File: src/rtl/q_table_pkg.sv
// Shared types and constants for the Q-table update engine and its storage banks.
// QTABLE_KNOWN_CH_EN adds the known-cluster-head states to the FSM encoding.
package q_table_pkg;

    localparam int DEFAULT_WORD_WIDTH = 16;

    // Received packet types; only PKT_NONE changes the engine's behaviour.
    localparam logic [2:0] PKT_NONE  = 3'b000;
    localparam logic [2:0] PKT_HELLO = 3'b001;
    localparam logic [2:0] PKT_JOIN  = 3'b010;
    localparam logic [2:0] PKT_DATA  = 3'b011;
    localparam logic [2:0] PKT_ADV   = 3'b101;

    typedef enum logic [2:0] {
        IDLE   = 3'd0,
        NB_RD  = 3'd1,
        NB_CMP = 3'd2,
        NB_WR  = 3'd3,
`ifdef QTABLE_KNOWN_CH_EN
        CH_RD  = 3'd4,
        CH_CMP = 3'd5,
        CH_WR  = 3'd6,
`endif
        DONE   = 3'd7
    } qt_state_e;

endpackage

File: src/rtl/q_table_update_v3.sv
// Q-table update engine: looks up the packet's source in the neighbor bank, then
// overwrites or appends it. Define QTABLE_KNOWN_CH_EN to add known-CH tracking.
module q_table_update_v3
    import q_table_pkg::*;
#(
    parameter int WORD_WIDTH    = DEFAULT_WORD_WIDTH,
    parameter int MAX_NEIGHBORS = 16,
    parameter int MAX_CH        = 8
) (
    input  logic                  clk,
    input  logic                  nrst,
    input  logic                  en,
    input  logic [WORD_WIDTH-1:0] fSourceID,
    input  logic [WORD_WIDTH-1:0] fSourceHops,
    input  logic [WORD_WIDTH-1:0] fClusterID,
    input  logic [WORD_WIDTH-1:0] fEnergyLeft,
    input  logic [WORD_WIDTH-1:0] fQValue,
    input  logic [WORD_WIDTH-1:0] fKnownCH,
    input  logic [2:0]            fPacketType,
    input  logic [WORD_WIDTH-1:0] mSourceID,
    input  logic [WORD_WIDTH-1:0] mClusterID,
    input  logic [WORD_WIDTH-1:0] mEnergyLeft,
    input  logic [WORD_WIDTH-1:0] mQValue,
    input  logic [WORD_WIDTH-1:0] mKnownCH,
    input  logic [WORD_WIDTH-1:0] mNeighborCount,
    input  logic [WORD_WIDTH-1:0] mKnownCHCount,
    output logic [WORD_WIDTH-1:0] nodeID,
    output logic [WORD_WIDTH-1:0] nodeHops,
    output logic [WORD_WIDTH-1:0] nodeClusterID,
    output logic [WORD_WIDTH-1:0] nodeEnergy,
    output logic [WORD_WIDTH-1:0] nodeQValue,
    output logic [WORD_WIDTH-1:0] neighborCount,
    output logic [WORD_WIDTH-1:0] knownCH,
    output logic [WORD_WIDTH-1:0] knownCHCount,
    output logic                  wr_en,
    output logic                  wr_en_ch,
    output logic                  done
);

    localparam logic [WORD_WIDTH-1:0] ONE      = WORD_WIDTH'(1);
    localparam logic [WORD_WIDTH-1:0] NB_LIMIT = WORD_WIDTH'(MAX_NEIGHBORS);

    qt_state_e             state;
    logic [WORD_WIDTH-1:0] nbBase;     // neighbor count captured at start
    logic                  nbAppend;
    logic [WORD_WIDTH-1:0] nbFinal;
    logic                  startScan;
    logic                  nbMatch;
    logic                  nbLast;
    logic                  nbWriteStart;
    logic                  unusedInputs;

`ifdef QTABLE_KNOWN_CH_EN
    localparam logic [WORD_WIDTH-1:0] CH_LIMIT = WORD_WIDTH'(MAX_CH);

    logic [WORD_WIDTH-1:0] chBase;
    logic                  chAppend;
    logic [WORD_WIDTH-1:0] chFinal;
    logic                  chMatch;
    logic                  chLast;
    logic                  chWriteStart;
`endif

    // NOTE: every signal here is assigned on every pass through the block, so
    // no path leaves a value unassigned and no latch can be inferred.
    always_comb begin
        startScan    = (state == IDLE) && en && (fPacketType != PKT_NONE);
        nbMatch      = (state == NB_CMP) && (mSourceID == fSourceID);
        nbLast       = (state == NB_CMP) && (neighborCount == nbBase - ONE);
        // Overwrite on a hit; append when an empty table or a full miss leaves room.
        nbWriteStart = nbMatch
                     || (startScan && (mNeighborCount == '0))
                     || (nbLast && !nbMatch && (nbBase < NB_LIMIT));
        nbFinal      = nbAppend ? nbBase + ONE : nbBase;
`ifdef QTABLE_KNOWN_CH_EN
        chMatch      = (state == CH_CMP) && (mKnownCH == fKnownCH);
        chLast       = (state == CH_CMP) && (knownCHCount == chBase - ONE);
        chWriteStart = ((state == NB_WR) && (fKnownCH != '0) && (chBase == '0)
                        && (CH_LIMIT != '0))
                     || (chLast && !chMatch && (chBase < CH_LIMIT));
        chFinal      = chAppend ? chBase + ONE : chBase;
`endif
    end

    // NOTE: sequential state uses non-blocking assignments only, so every
    // register below sees the pre-edge value of every other register.
    always_ff @(posedge clk or posedge nrst) begin
        if (nrst) begin
            state         <= IDLE;
            nbBase        <= '0;
            nbAppend      <= 1'b0;
            nodeID        <= '0;
            nodeHops      <= '0;
            nodeClusterID <= '0;
            nodeEnergy    <= '0;
            nodeQValue    <= '0;
            neighborCount <= '0;
            wr_en         <= 1'b0;
            done          <= 1'b0;
`ifdef QTABLE_KNOWN_CH_EN
            chBase        <= '0;
            chAppend      <= 1'b0;
            knownCH       <= '0;
            knownCHCount  <= '0;
            wr_en_ch      <= 1'b0;
`endif
        end else begin
            wr_en <= 1'b0;
            done  <= 1'b0;
`ifdef QTABLE_KNOWN_CH_EN
            wr_en_ch <= 1'b0;
`endif
            case (state)
                IDLE: begin
                    if (en) begin
                        nbBase   <= mNeighborCount;
                        nbAppend <= 1'b0;
`ifdef QTABLE_KNOWN_CH_EN
                        chBase   <= mKnownCHCount;
                        chAppend <= 1'b0;
`endif
                        if (fPacketType == PKT_NONE) begin
                            state         <= DONE;
                            done          <= 1'b1;
                            neighborCount <= mNeighborCount;
`ifdef QTABLE_KNOWN_CH_EN
                            knownCHCount  <= mKnownCHCount;
`endif
                        end else if (mNeighborCount == '0) begin
                            state <= NB_WR;
                        end else begin
                            state         <= NB_RD;
                            neighborCount <= '0;
                        end
                    end
                end

                NB_RD: state <= NB_CMP;

                NB_CMP: begin
                    if (nbMatch || nbLast) begin
                        state <= NB_WR;
                    end else begin
                        state         <= NB_RD;
                        neighborCount <= neighborCount + ONE;
                    end
                end

                NB_WR: begin
`ifdef QTABLE_KNOWN_CH_EN
                    if (fKnownCH == '0) begin
                        state         <= DONE;
                        done          <= 1'b1;
                        neighborCount <= nbFinal;
                        knownCHCount  <= chFinal;
                    end else if (chBase == '0) begin
                        state <= CH_WR;
                    end else begin
                        state        <= CH_RD;
                        knownCHCount <= '0;
                    end
`else
                    state         <= DONE;
                    done          <= 1'b1;
                    neighborCount <= nbFinal;
`endif
                end

`ifdef QTABLE_KNOWN_CH_EN
                CH_RD: state <= CH_CMP;

                CH_CMP: begin
                    if (chMatch || chLast) begin
                        state <= CH_WR;
                    end else begin
                        state        <= CH_RD;
                        knownCHCount <= knownCHCount + ONE;
                    end
                end

                CH_WR: begin
                    state         <= DONE;
                    done          <= 1'b1;
                    neighborCount <= nbFinal;
                    knownCHCount  <= chFinal;
                end
`endif

                DONE:    state <= IDLE;
                default: state <= IDLE;
            endcase

            // Write data is loaded on the edge that enters the write state.
            if (nbWriteStart) begin
                wr_en         <= 1'b1;
                nodeID        <= fSourceID;
                nodeHops      <= fSourceHops;
                nodeClusterID <= fClusterID;
                nodeEnergy    <= fEnergyLeft;
                nodeQValue    <= fQValue;
                if (!nbMatch) begin
                    neighborCount <= startScan ? mNeighborCount : nbBase;
                    nbAppend      <= 1'b1;
                end
            end
`ifdef QTABLE_KNOWN_CH_EN
            if (chWriteStart) begin
                wr_en_ch     <= 1'b1;
                knownCH      <= fKnownCH;
                knownCHCount <= chBase;
                chAppend     <= 1'b1;
            end
`endif
        end
    end

    // Stored cluster/energy/Q columns are written here but never compared.
`ifdef QTABLE_KNOWN_CH_EN
    assign unusedInputs = ^{mClusterID, mEnergyLeft, mQValue};
`else
    assign wr_en_ch     = 1'b0;
    assign knownCH      = '0;
    assign knownCHCount = '0;
    assign unusedInputs = ^{fKnownCH, mKnownCH, mKnownCHCount,
                            mClusterID, mEnergyLeft, mQValue};
`endif

endmodule

File: config.mk
export PLATFORM = sky130hd
export DESIGN_NAME = q_table_update_v3
export DESIGN_NICKNAME = d
export VERILOG_FILES = /design/src/rtl/q_table_pkg.sv /design/src/rtl/q_table_update_v3.sv
export SDC_FILE = /design/constraint.sdc
export NUM_CORES = 1
export LEC_CHECK = 0
export BUFFER_PORTS_ARGS = -buffer_cell sky130_fd_sc_hd__buf_2
export CORE_ASPECT_RATIO = 0.8
export CORE_MARGIN = 8
export CORE_UTILIZATION = 40
export DETAILED_ROUTE_END_ITERATION = 10
export PLACE_DENSITY = 0.73
export SLEW_MARGIN = 20
export SYNTH_ARGS = -nofsm -noshare
export SYNTH_HDL_FRONTEND = slang
export SYNTH_SLANG_ARGS = --single-unit
File: constraint.sdc
create_clock -name clk -period 3.45 [get_ports clk]
set_input_delay 0.1725 -clock clk [delete_from_list [all_inputs] [get_ports clk]]
set_output_delay 0.1725 -clock clk [all_outputs]
set_load 0.01 [all_outputs]
Yosys cells after proc, flatten, opt, wreduce, memory -nomap -nowiden
Index checks and enable logic that the tools add are counted.
{"block": "totals", "input_bits": 214, "ff_bits": 118, "elab_cells": 59}
{"block": "op_classes", "n_mux": 22, "addsub": 3, "n_eq_ne": 6, "n_lt_le_gt_ge": 1, "n_reduce_logical": 16}
{"op": "16-bit two-way mux", "n": 8}
{"op": "16-bit case mux with 3 select lines", "n": 1}
{"op": "16-bit by 1-bit adder with 16-bit output (second input constant)", "n": 2}
{"op": "16-bit == test", "n": 2}
{"op": "16-bit logical NOT", "n": 1}
{"op": "16-bit by 5-bit less-than comparator with 1-bit output (second input constant)", "n": 1}
{"op": "16-bit by 1-bit subtractor with 16-bit output (second input constant)", "n": 1}
{"op": "3-bit case mux with 4 select lines", "n": 1}
{"op": "1-bit logical AND", "n": 7}
{"op": "1-bit two-way mux", "n": 7}
{"op": "3-bit by 2-bit == test with 1-bit output (second input constant)", "n": 2}
{"op": "3-bit logical NOT", "n": 2}
{"op": "3-bit two-way mux", "n": 2}
{"op": "2-bit two-way mux", "n": 2}
{"op": "3-bit by 1-bit == test with 1-bit output (second input constant)", "n": 1}
{"op": "1-bit logical OR", "n": 3}
{"op": "3-bit nonzero test", "n": 1}
{"op": "2-bit != test (second input constant)", "n": 1}
{"op": "1-bit case mux with 2 select lines", "n": 1}
{"op": "2-bit AND reduction", "n": 1}
{"op": "1-bit logical NOT", "n": 1}

Longest topological paths before layout
{"block": "depth", "depth_word": 8, "ltp_mapped": 12}

Worst setup path after synthesis
Ideal clock, no wire load.
{"block": "synth_timing", "kind": "register -> register", "startpoint": "register nbBase[0]", "endpoint": "register nodeID[9]", "period_less_slack_ps": 2888, "setup_slack_ps": 562, "path_stages_with_launch": 12, "t_arrival_ps": 2760, "cell_sequence": "dfrtp_1 buf_6 inv_1 ha_1 xnor2_1 a2111oi_2 o221ai_1 a221oi_4 o2111ai_4 nand3_4 buf_12 mux2_1"}
{"block": "synth_via", "elab_chain_len": 6, "word_cells_on_any_way": 7, "classes_between": "add/sub: 1; order compare: 1; eq/ne: 1; reduce/logical: 4"}
{"item": "start, declared", "line_no": "q_table_update_v3.sv:44", "source": "logic [WORD_WIDTH-1:0] nbBase;"}
{"item": "start signal, assigned", "line_no": "q_table_update_v3.sv:116", "source": "nbBase <= mNeighborCount;"}
{"item": "16-bit by 1-bit subtractor with 16-bit output", "line_no": "q_table_update_v3.sv:69", "source": "nbLast = (state == NB_CMP) && (neighborCount == nbBase - ONE);"}
{"item": "16-bit == test", "line_no": "q_table_update_v3.sv:69"}
{"item": "1-bit logical AND", "line_no": "q_table_update_v3.sv:69"}
{"item": "1-bit logical AND", "line_no": "q_table_update_v3.sv:73", "source": "|| (nbLast && !nbMatch && (nbBase < NB_LIMIT));"}
{"item": "1-bit logical AND *", "line_no": "q_table_update_v3.sv:73"}
{"item": "1-bit logical OR *", "line_no": "q_table_update_v3.sv:73"}
{"item": "net nbWriteStart", "line_no": "q_table_update_v3.sv:50", "source": "logic nbWriteStart;"}
{"item": "end signal, assigned", "line_no": "q_table_update_v3.sv:196", "source": "nodeID <= fSourceID;"}
{"item": "end, declared", "line_no": "q_table_update_v3.sv:27", "source": "output logic [WORD_WIDTH-1:0] nodeID,"}
The timed path passes the listed nets; every way through them passes the cells marked *.
A chain may end at the register's enable or synchronous reset.

Worst setup path after layout
{"block": "layout_timing", "startpoint": "register nbBase[6]", "endpoint": "register nodeID[8]"}
{"block": "layout_via", "elab_chain_len": 6, "word_cells_on_any_way": 7, "classes_between": "add/sub: 1; order compare: 1; eq/ne: 1; reduce/logical: 4"}
{"item": "16-bit by 1-bit subtractor with 16-bit output", "line_no": "q_table_update_v3.sv:69"}
{"item": "16-bit == test", "line_no": "q_table_update_v3.sv:69"}
{"item": "1-bit logical AND", "line_no": "q_table_update_v3.sv:69"}
{"item": "1-bit logical AND", "line_no": "q_table_update_v3.sv:73"}
{"item": "1-bit logical AND *", "line_no": "q_table_update_v3.sv:73"}
{"item": "1-bit logical OR *", "line_no": "q_table_update_v3.sv:73"}
Mark *: on every way between the ends. The rest lies on a longest branch, timed or not.

==> results.ini <==
[timing]
finalCritPeriodShare_pct = 91.80
skew_ps = 17.32
setup_viol = 0
final_max_slew_viol_count = 0
setup_tns_ps = 0
tightest_slew_ps = 769.7
setup_slack_ps = 283.0
fmax_ghz = 0.3158
finalHoldViolCount = 0
finalCriticalPeriod_ps = 3167
rsz0062_at_grt = no
maxSlewHeadroom_pct = 48.02

[cts]
clkSinkCount = 118
clockRootBuffer = clkbuf_16
cts_buffers = 17
cts_max_path_buffers = 2
cts_tree = done
clkTransAtPathRegs_ps = 60
htree_levels = 4
cts_setup_buffers = 0
clk_latency_ps = 410

[yosys]
synth_top_area_share_pct = 40.76
avgSynthCellArea_sq_um = 11.09
ys_seq_area_share_pct = 40.76
ys_async_sr_fraction_pct = 100.0
ys_warn_count = 0
yosys.cell_types.count = 80
synth_edf_count = 0
synthFlopType = dfrtp_1
netlist_area_sq_um = 7244
synth_top_cell_by_area = dfrtp_1
ys_seq_elements = 118
yosys-top-cells-area = dfrtp_1 (41%), mux2_4 (16%), buf_4 (4.0%)
syn_inst = 653

[drt]
drtAntennaViolNets = 0
vias_per_cell = 5.317
wire_per_inst_um = 19.85
drt_iter0_markers = 533
vias = 6322
first_pass_iters = 5
drc = 0
drt-total-wl_mm = 23.61

[placement]
place.port_buffers = 215
dp_hpwl_mm = 16.20
pre_cts_ws_ps = 284.6
gp_congestion = 0.8668

[layout]
final_util_pct = 54.24
final_nets = 1161
area.growth.synth_to_final_pct = 34.37
fillers = 1560
drive_above_1_share_pct = 38.77

[floorplan]
die_h_um = 136.4
io_pins = 345
rows = 44
die_w_um = 166.5
core_sq_um = 17950
start_util_pct = 40.37
dieArea_sq_um = 22700

[setup_path]
crit_arrival_ps = 3460
path_class = reg -> reg
start_kind = flop
worstPathMaxFanout = 34
cp.required_ps = 3750
setup.worst_path.end_class = flop

[run_status]
status = finished clean

[grt]
grt_max_degree = 76
antenna_found_initial = 2
grt_pass1_vias = 6487
grt_first_pass_wirelength_mm = 36.23
track_usage_pct = 20.04
overflow = 0

[power]
switching_power_w = 0.002445
p_sw_share_pct = 39.33
powerDensity_nw_per_um2 = 638.7
power.share.clock_pct = 29.1
sequentialPowerShare_pct = 32.0
cell_internal_pwr_w = 0.003772
ir_worst_vdd_uv = 291.0
pwr-share-comb_pct = 38.9
p_leak_nw = 4.543

[hold_path]
hold_class = in -> reg

[job]
cap_viol_max_count = 0

[layout by cell type (no fill, tap or decap), drive strengths merged, types with 9 or more instances in the layout]
cell         count
a31oi            9
mux2            81
dlygate4sd3     73
o21ai           20
nor4            17
conb            33
nor2            24
buf            242
clkbuf          18
nand2           63
nand3           20
xnor2           25
nor3            13
xor2            23
dfrtp          118
a21oi           18
inv             25
[power by group through the flow]
stage                     Clock, W  Sequential [W]  Combinational [W]
after global placement           0         0.00200            0.00224
after global routing       0.00191         0.00203            0.00264
after CTS                  0.00184         0.00198            0.00238
after detailed placement         0         0.00200            0.00230
after floorplan                  0         0.00190            0.00171
final                      0.00181         0.00199            0.00242
[cell type report]
| type | instances | area, sq um | area share (%) |
|---|---|---|---|
| multi-input cells | 474 | 3765 | 38.68 |
| flip-flops and latches | 118 | 2953 | 30.33 |
| repair buffers | 315 | 2059 | 21.16 |
| clock buffers | 18 | 429.2 | 4.409 |
| well taps | 230 | 287.8 | 2.956 |
| clock inverters | 14 | 165.2 | 1.697 |
| inverters | 18 | 70.07 | 0.7198 |
| diodes | 2 | 5.005 | 0.05141 |
[worst max-delay path, cell delays in order, from the launching register on]
cell and delay [ps]:
dfrtp_1 500, nor4_4 510, nand2_2 90, or4b_4 560
a221oi_4 310, o2111ai_4 220, nand3_4 200, buf_12 270
mux2_2 370
[metal layers]
layer / part of all wire [%] / global-route usage (%) / wire length, um
met3: 6.8 / 5.107 / 1602
met1: 42 / 25.16 / 9942
met2: 49 / 33.20 / 11550
met5: 0 / 0 / 0
met4: 2.2 / 7.089 / 509
[cells by family after synthesis]
family / after synthesis / synth area share [%]
other: 1 / 0.05176
AND/OR/NAND/NOR: 198 / 14.99
buffers and inverters: 93 / 9.015
AO/OA/AOI/OAI: 104 / 11.21
multiplexers: 88 / 17.65
adder cells (fa/ha/maj): 3 / 0.5182
flip-flops: 118 / 40.76
XOR/XNOR: 48 / 5.803
[flip-flops by register name, indices dropped and copies added (netlist names)]
| name | cells |
|---|---|
| nodeID | 16 |
| nbAppend | 1 |
| nodeHops | 16 |
| done | 1 |
| nodeClusterID | 16 |
| nodeQValue | 16 |
| wr_en | 1 |
| nbBase | 16 |
| nodeEnergy | 16 |
| neighborCount | 16 |
| state | 3 |
[synthesized netlist by cell type (4+ instances only)]
library cell / instances
nor4_1: 15
xnor2_1: 25
nor3b_1: 7
inv_1: 18
nor2_1: 24
and3_1: 8
mux2_4: 79
mux2i_1: 7
dfrtp_1: 118
o21ai_0: 13
o211ai_1: 5
buf_4: 39
or3_1: 5
a222oi_1: 5
and4_1: 7
nor3_1: 13
o21ai_1: 7
xor2_1: 23
nand3_1: 19
a21oi_1: 18
clkbuf_1: 20
a21boi_1: 4
a31oi_1: 9
nand2_1: 62
buf_2: 4
nor2b_1: 5
buf_12: 8
nand4_1: 8
[what timing repair did]
item / 4_1_cts / 5_1_grt
gates resized for setup: 0 / 0
endpoints found under the hold margin: 115 / 0
setup endpoints to repair: 0 / 0
hold buffers: 73 / 0
[through the flow]
stage / hold slack [ps] / instance area (sq um) / total power (W) / instances
CTS: 0.4448 / 9729 / 0.006204 / 1187
global route: -1.121 / 9734 / 0.006581 / 1189
floorplan: 277.9 / 7365 / 0.003605 / 685
finish: 24.45 / 9734 / 0.006217 / 1189
global placement: 293.2 / 8404 / 0.004240 / 1082
detailed placement: 297.0 / 8404 / 0.004297 / 1082
[path summary, 6_finish.rpt]
path	startpoint	endpoint	slack, ps	depth (start not counted)
hold / removal	mNeighborCount[5]	nbBase[5]$_DFFE_PP0P_	20	3
setup reg to reg	nbBase[6]$_DFFE_PP0P_	nodeID[8]$_DFFE_PP0N_	280	8
hold reg to reg	nodeID[9]$_DFFE_PP0N_	nodeID[9]$_DFFE_PP0N_	480	1
min in group asynchronous	nrst	nodeClusterID[0]$_DFFE_PP0N_	430	3
setup / recovery	nbBase[6]$_DFFE_PP0P_	nodeID[8]$_DFFE_PP0N_	280	8
max in group asynchronous	nrst	nodeID[14]$_DFFE_PP0N_	2200	4
Note: power is estimated with default switching activity, not from simulation.
